===== config.mk =====
export PLATFORM = sky130hd
export DESIGN_NAME = layered_objects_mux
export DESIGN_NICKNAME = d
export VERILOG_FILES = /design/src/rtl/layered_objects_mux.sv
export SDC_FILE = /design/constraint.sdc
export NUM_CORES = 1
export LEC_CHECK = 0
export ABC_AREA = 1
export BUFFER_PORTS_ARGS = -buffer_cell sky130_fd_sc_hd__buf_2
export CORE_MARGIN = 5
export CORE_UTILIZATION = 51
export DETAILED_ROUTE_END_ITERATION = 6
export GPL_ROUTABILITY_DRIVEN = 1
export PLACE_DENSITY = 0.77
export SYNTH_ARGS = -nofsm -noshare
export SYNTH_HDL_FRONTEND = slang
export SYNTH_SLANG_ARGS = --single-unit

===== constraint.sdc =====
create_clock -name clk -period 9.39 [get_ports clk]
set_clock_uncertainty 0.2 [all_clocks]
set_input_delay 0.4695 -clock clk [delete_from_list [all_inputs] [get_ports clk]]
set_output_delay 0.4695 -clock clk [all_outputs]
set_load 0.005 [all_outputs]

===== src/rtl/layered_objects_mux.sv =====
// rtl/layered_objects_mux.sv - pipelined fixed-priority layer compositor with frame-aligned enable mask
// Define OBJECTS_MUX_TRANSPARENCY_EN to make TRANSPARENT-coloured requests fall through to lower layers.
module layered_objects_mux #(
  parameter int                 NUM_LAYERS  = 16,
  parameter int                 COLOR_W     = 8,
  parameter logic [COLOR_W-1:0] TRANSPARENT = {COLOR_W{1'b1}},
  parameter int                 IDX_W       = $clog2(NUM_LAYERS + 1)
) (
  input  logic                          clk,
  input  logic                          reset,
  input  logic                          pixel_valid,
  input  logic [NUM_LAYERS-1:0]         draw_req,
  input  logic [NUM_LAYERS*COLOR_W-1:0] layer_rgb,
  input  logic [COLOR_W-1:0]            bg_rgb,
  input  logic                          frame_start,
  input  logic                          mask_wr,
  input  logic [NUM_LAYERS-1:0]         mask_data,
  output logic [COLOR_W-1:0]            rgb_out,
  output logic                          rgb_valid,
  output logic [IDX_W-1:0]              winner_idx,
  output logic [NUM_LAYERS-1:0]         frame_drawn
);

`ifdef OBJECTS_MUX_TRANSPARENCY_EN
  localparam bit KEY_EN = 1'b1;
`else
  localparam bit KEY_EN = 1'b0;
`endif

  localparam logic [IDX_W-1:0] BG_IDX = IDX_W'(NUM_LAYERS);

  logic [NUM_LAYERS-1:0]         r_shadow_mask;
  logic [NUM_LAYERS-1:0]         r_active_mask;
  logic [NUM_LAYERS-1:0]         r_s1_q;
  logic [NUM_LAYERS*COLOR_W-1:0] r_s1_rgb;
  logic [COLOR_W-1:0]            r_s1_bg;
  logic                          r_s1_valid;
  logic [COLOR_W-1:0]            r_rgb_out;
  logic                          r_rgb_valid;
  logic [IDX_W-1:0]              r_winner;
  logic [NUM_LAYERS-1:0]         r_acc;
  logic [NUM_LAYERS-1:0]         r_frame_drawn;

  logic [NUM_LAYERS-1:0]         w_eff_mask;
  logic [NUM_LAYERS-1:0]         w_q;
  logic [IDX_W-1:0]              w_win_idx;
  logic [COLOR_W-1:0]            w_win_rgb;
  logic [NUM_LAYERS-1:0]         w_win_onehot;

  // A frame_start pixel already sees the mask it installs, including a same-cycle write.
  always_comb begin
    w_eff_mask = r_active_mask;
    if (frame_start) begin
      w_eff_mask = mask_wr ? mask_data : r_shadow_mask;
    end
    w_q = '0;
    for (int i = 0; i < NUM_LAYERS; i++) begin
      w_q[i] = draw_req[i] & w_eff_mask[i] &
               (!KEY_EN || (layer_rgb[i*COLOR_W +: COLOR_W] != TRANSPARENT));
    end
  end

  always_comb begin
    w_win_idx = BG_IDX;
    w_win_rgb = r_s1_bg;
    for (int i = NUM_LAYERS - 1; i >= 0; i--) begin
      if (r_s1_q[i]) begin
        w_win_idx = IDX_W'(i);
        w_win_rgb = r_s1_rgb[i*COLOR_W +: COLOR_W];
      end
    end
  end

  // Lowest set bit of q isolates the winner; blanked slots contribute nothing.
  assign w_win_onehot = r_s1_valid ? (r_s1_q & (~r_s1_q + NUM_LAYERS'(1))) : '0;

  always_ff @(posedge clk or posedge reset) begin
    if (reset) begin
      r_shadow_mask <= '1;
      r_active_mask <= '1;
    end else begin
      if (mask_wr) begin
        r_shadow_mask <= mask_data;
      end
      if (frame_start) begin
        r_active_mask <= w_eff_mask;
      end
    end
  end

  always_ff @(posedge clk or posedge reset) begin
    if (reset) begin
      r_s1_q     <= '0;
      r_s1_rgb   <= '0;
      r_s1_bg    <= '0;
      r_s1_valid <= 1'b0;
    end else begin
      r_s1_q     <= w_q;
      r_s1_rgb   <= layer_rgb;
      r_s1_bg    <= bg_rgb;
      r_s1_valid <= pixel_valid;
    end
  end

  always_ff @(posedge clk or posedge reset) begin
    if (reset) begin
      r_rgb_out   <= '0;
      r_rgb_valid <= 1'b0;
      r_winner    <= BG_IDX;
    end else begin
      r_rgb_valid <= r_s1_valid;
      r_rgb_out   <= r_s1_valid ? w_win_rgb : '0;
      r_winner    <= r_s1_valid ? w_win_idx : BG_IDX;
    end
  end

  // The winner registered on the frame_start edge opens the new frame's record.
  always_ff @(posedge clk or posedge reset) begin
    if (reset) begin
      r_acc         <= '0;
      r_frame_drawn <= '0;
    end else if (frame_start) begin
      r_frame_drawn <= r_acc;
      r_acc         <= w_win_onehot;
    end else begin
      r_acc         <= r_acc | w_win_onehot;
    end
  end

  assign rgb_out     = r_rgb_out;
  assign rgb_valid   = r_rgb_valid;
  assign winner_idx  = r_winner;
  assign frame_drawn = r_frame_drawn;

endmodule


Word-level counts from Yosys, hierarchy flattened
Index checks and enable logic that the tools add are counted.
Word-level totals
  bits in registers: 231
  input port bits: 173
  output and inout bits: 30
  word-level logic and storage cells: 69
Operators by class
  add/subtract/negate cells: 1
  mux-type cells: 38
  bitwise logic cells: 19
Operators with widths (count)
  $mux 8: 17
  $mux 5: 17
  $mux 16: 4
  $add 16x1->16 const B: 1
  $and 1x1->1: 16
  $and 16x16->16: 1
  $not 16->16: 1
  $or 16x16->16: 1

Depth between registers and ports, before layout
  depth in word-level cells: 17
  depth in mapped cells: 16
  gate-level depth less buffers: 15

Worst setup path after synthesis
Ideal clock, no wire load.
  kind: input to register
  start: in mask_wr
  end: reg r_s1_q[4]
  library setup time: 128 ps
  data arrival time: 1329 ps
  data required time: 9062 ps
  path slack: 7733 ps
  stages on the path: 5
  buffers on the path: 2
  cell sequence: buf_2 buf_2 mux2_2 nand2_1 a21boi_0
Between the ends
  longest elaborated chain between the ends: 3
Ends and longest elaborated chain
  start: declaration: RTL line 16  | input logic mask_wr,
  $mux 16
  $mux 16: RTL line 53  | if (frame_start) begin
  $and 1x1->1: RTL line 58  | w_q[i] = draw_req[i] & w_eff_mask[i] &
  net w_q[4]: RTL line 45  | logic [NUM_LAYERS-1:0] w_q;
  end signal: assignment: RTL line 98  | r_s1_q <= w_q;
  end: declaration: RTL line 34  | logic [NUM_LAYERS-1:0] r_s1_q;
The timed path passes the listed nets, and every way through them passes these cells.
A chain may end at the register's enable or synchronous reset.

Worst setup path after layout
  start: reg r_s1_q[14]
  end: reg r_rgb_out[0] (netlist: rgb_out[0])
Between the ends
  longest elaborated chain between the ends: 16
Ends and longest elaborated chain
  $mux 8 (15 in series): RTL line 67  | if (r_s1_q[i]) begin
  $mux 8: RTL line 112  | r_rgb_out <= r_s1_valid ? w_win_rgb : '0;
  end signal: assignment: RTL line 112
  end: declaration: RTL line 38  | logic [COLOR_W-1:0] r_rgb_out;
No other way between the ends.

==> flow_summary.yaml <==
synth:
  synth_top_area_cell: "dfrtp_1"
  yosysTopAreaCellShare_pct: 59.8
  synthMuxAreaShare_pct: 2.17
  yosysWarnings: 0
  synth_compound_area_share_pct: 8.03
  yosys.area_share.xor_xnor_pct: 0
  synth_area_um2: 8290
  ys_top_cells_by_area: "dfrtp_1 (60%), dfstp_2 (10%), nand2_1 (10%)"
  synth_top_family_by_area: "simple AND/OR/NAND/NOR gates"
  synthAdderAreaFrac_pct: 0
  ys_seq_area_share_pct: 70.2
  syn_avg_cell_area_um2: 11.3
  ys_types: 37
  syn-instance-count: 735
  syn_nets: 908
  yosys.area_share.simple_pct: 16.4
  synth_seq_cells: 231
setup_path:
  path_cells: "nor2_4, nand2_1, nand3_1, nand2_1, nand2_1, o21ai_1, o21ai_1, nand2_1, nand2_1, nand2_1, a21oi_2"
  crit_path_start_kind: "flip-flop"
  crit_path_end_kind: "flip-flop"
  worstPathArrival_ps: 2520
  r2r_cells: 11
  cpPeakStageDelay_ps: 590
  crit_top_cell: "nand2_1"
  crit_cells: 11
  worst-path-buf-inv: 0
  critPathKind: "reg -> reg"
  path_delay_family: "simple AND/OR/NAND/NOR gates"
  cp_max_fo: 11
  required_ps: 9620
  critPathSlowestCell: "dfrtp_1"
placed_design:
  port_buffers: 202
  pre_cts_ws_ps: 6850
  dp.cells: 1131
  hpwlAfterDp_um: 14300
  gp_congestion: 0.884
cts:
  cts-htree-levels: 1
  path_clk_slew_ps: 70
  insertion_delay_ps: 510
  cts_buffer_depth: 3
  cts_setup_buffers: 0
  cts_tree: "built"
  cts_made_buffers: 23
  clkSinkCount: 231
  root_buffer: "clkbuf_16"
die:
  io_pins: 203
  die_y_um: 138
  start_util_pct: 52.0
  die-area_um2: 18900
  core_area_um2: 15900
  fp.dieW_um: 138
  fp-row-count: 46
flow_run:
  drv_cap: 0
global_route:
  overflow: 0
  antenna_found_initial: 4
  gr-usage-all-layers_pct: 27.3
  grt_pass1_wl_um: 39000
  grt_pass1_vias: 7402
  grt_max_degree: 158
timing:
  fmax_ghz: 0.437
  fin_ws_ps: 7100
  final_max_slew_viol_count: 0
  rsz0062_at_grt: "false"
  fin_crit_ps: 2290
  setup_tns_ps: 0
  worst_pin_slew_ps: 1060
  hold_violations: 9
  slew_headroom_pct: 29.5
  finalCritPeriodShare_pct: 24.4
  setup_viol: 0
  hold_slack_ps: -38.5
drt:
  viasPerCell: 5.19
  wl_um: 25300
  ant_nets: 0
  routedWlPerCell_um: 19.2
  drtPass1Iterations: 5
  drc: 0
  num_vias: 6840
  first_iter_violations: 506
layout:
  finalNonFillerCells: 1319
  drive_gt1_share_pct: 30.2
  nets: 1253
  syn2layout_area_growth_pct: 40.9
min_path:
  worstHoldPathType: "in -> async"
power:
  ir_drop_mv: 0.179
  leakage_nw: 5.81
  p_per_area_nw_per_um2: 205
outcome:
  violations: "negative hold slack"
  status: "finished with violations"
final cells by class:
class                   instances  area, um2
repair buffers                344       2430
flip-flops and latches        231       5820
well taps                     216        270
clock buffers                  28        644
inverters                      29        124
fillers                      1013       4260
multi-input cells             451       2200
clock inverters                14        180
diodes                          6       15.0
layout by cell type, fill, tap and decap left out, drive strengths merged, types with 2 or more instances in the layout:
cell and count:
nand2 240, buf 204, dfrtp 198, dlygate4sd3 140, nor2 77, dfstp 33, inv 31, a21oi 30
clkbuf 28, o21ai 19, mux2 16, a21boi 16, nand3 15, a221oi 14, a31oi 7, clkinv 7
diode 6, bufinv 4, a32o 3, o31ai 3, nand4 2, o41ai 2, a22o 2, nor3 2
cells in the mapped netlist:
| library cell | n |
|---|---|
| inv_4 | 1 |
| mux2_2 | 16 |
| nor2_1 | 71 |
| a21oi_1 | 23 |
| o21ai_1 | 13 |
| a22o_1 | 2 |
| o41ai_1 | 2 |
| o31ai_1 | 2 |
| o21a_1 | 1 |
| o31ai_2 | 1 |
| inv_6 | 1 |
| a22oi_1 | 1 |
| nor3_1 | 2 |
| inv_1 | 18 |
| buf_6 | 5 |
| or2_2 | 1 |
| nand2_4 | 2 |
| a32o_1 | 3 |
| dfrtp_1 | 198 |
| buf_2 | 8 |
| nor2_4 | 3 |
| nor2_2 | 3 |
| nand4_1 | 2 |
| a21oi_2 | 7 |
| inv_2 | 9 |
| clkbuf_1 | 7 |
| clkbuf_8 | 1 |
| dfstp_2 | 33 |
| nand2_2 | 7 |
| o21ai_0 | 6 |
| nand2_1 | 231 |
| a221oi_1 | 14 |
| buf_4 | 1 |
| a21boi_0 | 16 |
| a31oi_1 | 7 |
| nand3_1 | 15 |
| buf_1 | 2 |
flip-flops by register name (all words and copies together) (netlist names), 5 cells and up:
signal         cells
r_s1_rgb         128
r_acc             16
r_active_mask     16
rgb_out            8
r_shadow_mask     16
r_s1_q            16
frame_drawn       16
winner_idx         5
r_s1_bg            8
per-layer routing:
metal,part of all wire (%),global-route usage [%],vias to the layer above
met5,0,0,-
met4,5.8,14.7,0
met3,7.0,5.15,113
met2,51,46.4,354
met1,36,32.8,3298
li1,-,-,3075
per-stage QoR:
stage | area [um2] | util (%) | total power [W]
floorplan | 8290 | - | 0.00127
global placement | 9440 | 59.2 | 0.00136
detailed placement | 9440 | 59.2 | 0.00137
CTS | 11700 | 73.2 | 0.00239
global route | 11700 | 73.3 | 0.00249
finish | 11700 | 73.3 | 0.00240
final timing paths:
check | startpoint | end | slack (ps)
max | r_s1_q[14]$_DFF_PP0_ | rgb_out[0]$_DFF_PP0_ | 7100
min | reset | r_s1_rgb[119]$_DFF_PP0_ | -40
max reg2reg | r_s1_q[14]$_DFF_PP0_ | rgb_out[0]$_DFF_PP0_ | 7100
min reg2reg | frame_drawn[5]$_DFFE_PP0P_ | frame_drawn[5]$_DFFE_PP0P_ | 270
max in group asynchronous | reset | r_acc[13]$_DFF_PP0_ | 7490
min in group clk | mask_data[13] | r_shadow_mask[13]$_DFF_PP1_ | 20
kinds of logic (layout without fill, tap and decap cells):
group / count (synthesis) / after routing
flip-flops: 231 / 231
AO/OA/AOI/OAI: 98 / 98
buffers and inverters: 53 / 415
other: 0 / 6
AND/OR/NAND/NOR: 337 / 337
multiplexers: 16 / 16
repair_timing:
item / CTS / global route
hold endpoints to repair: 140 / 0
gates resized for setup: 0 / 0
hold buffers: 140 / 0
endpoints found under the setup margin: 0 / 0
where the power goes:
part	internal (W)	switching, W
Sequential	0.00107	0.0000398
Clock	0.000600	0.000384
Combinational	0.000132	0.000173
Total	0.00180	0.000597
No activity file was read; power rests on OpenSTA's default activity.
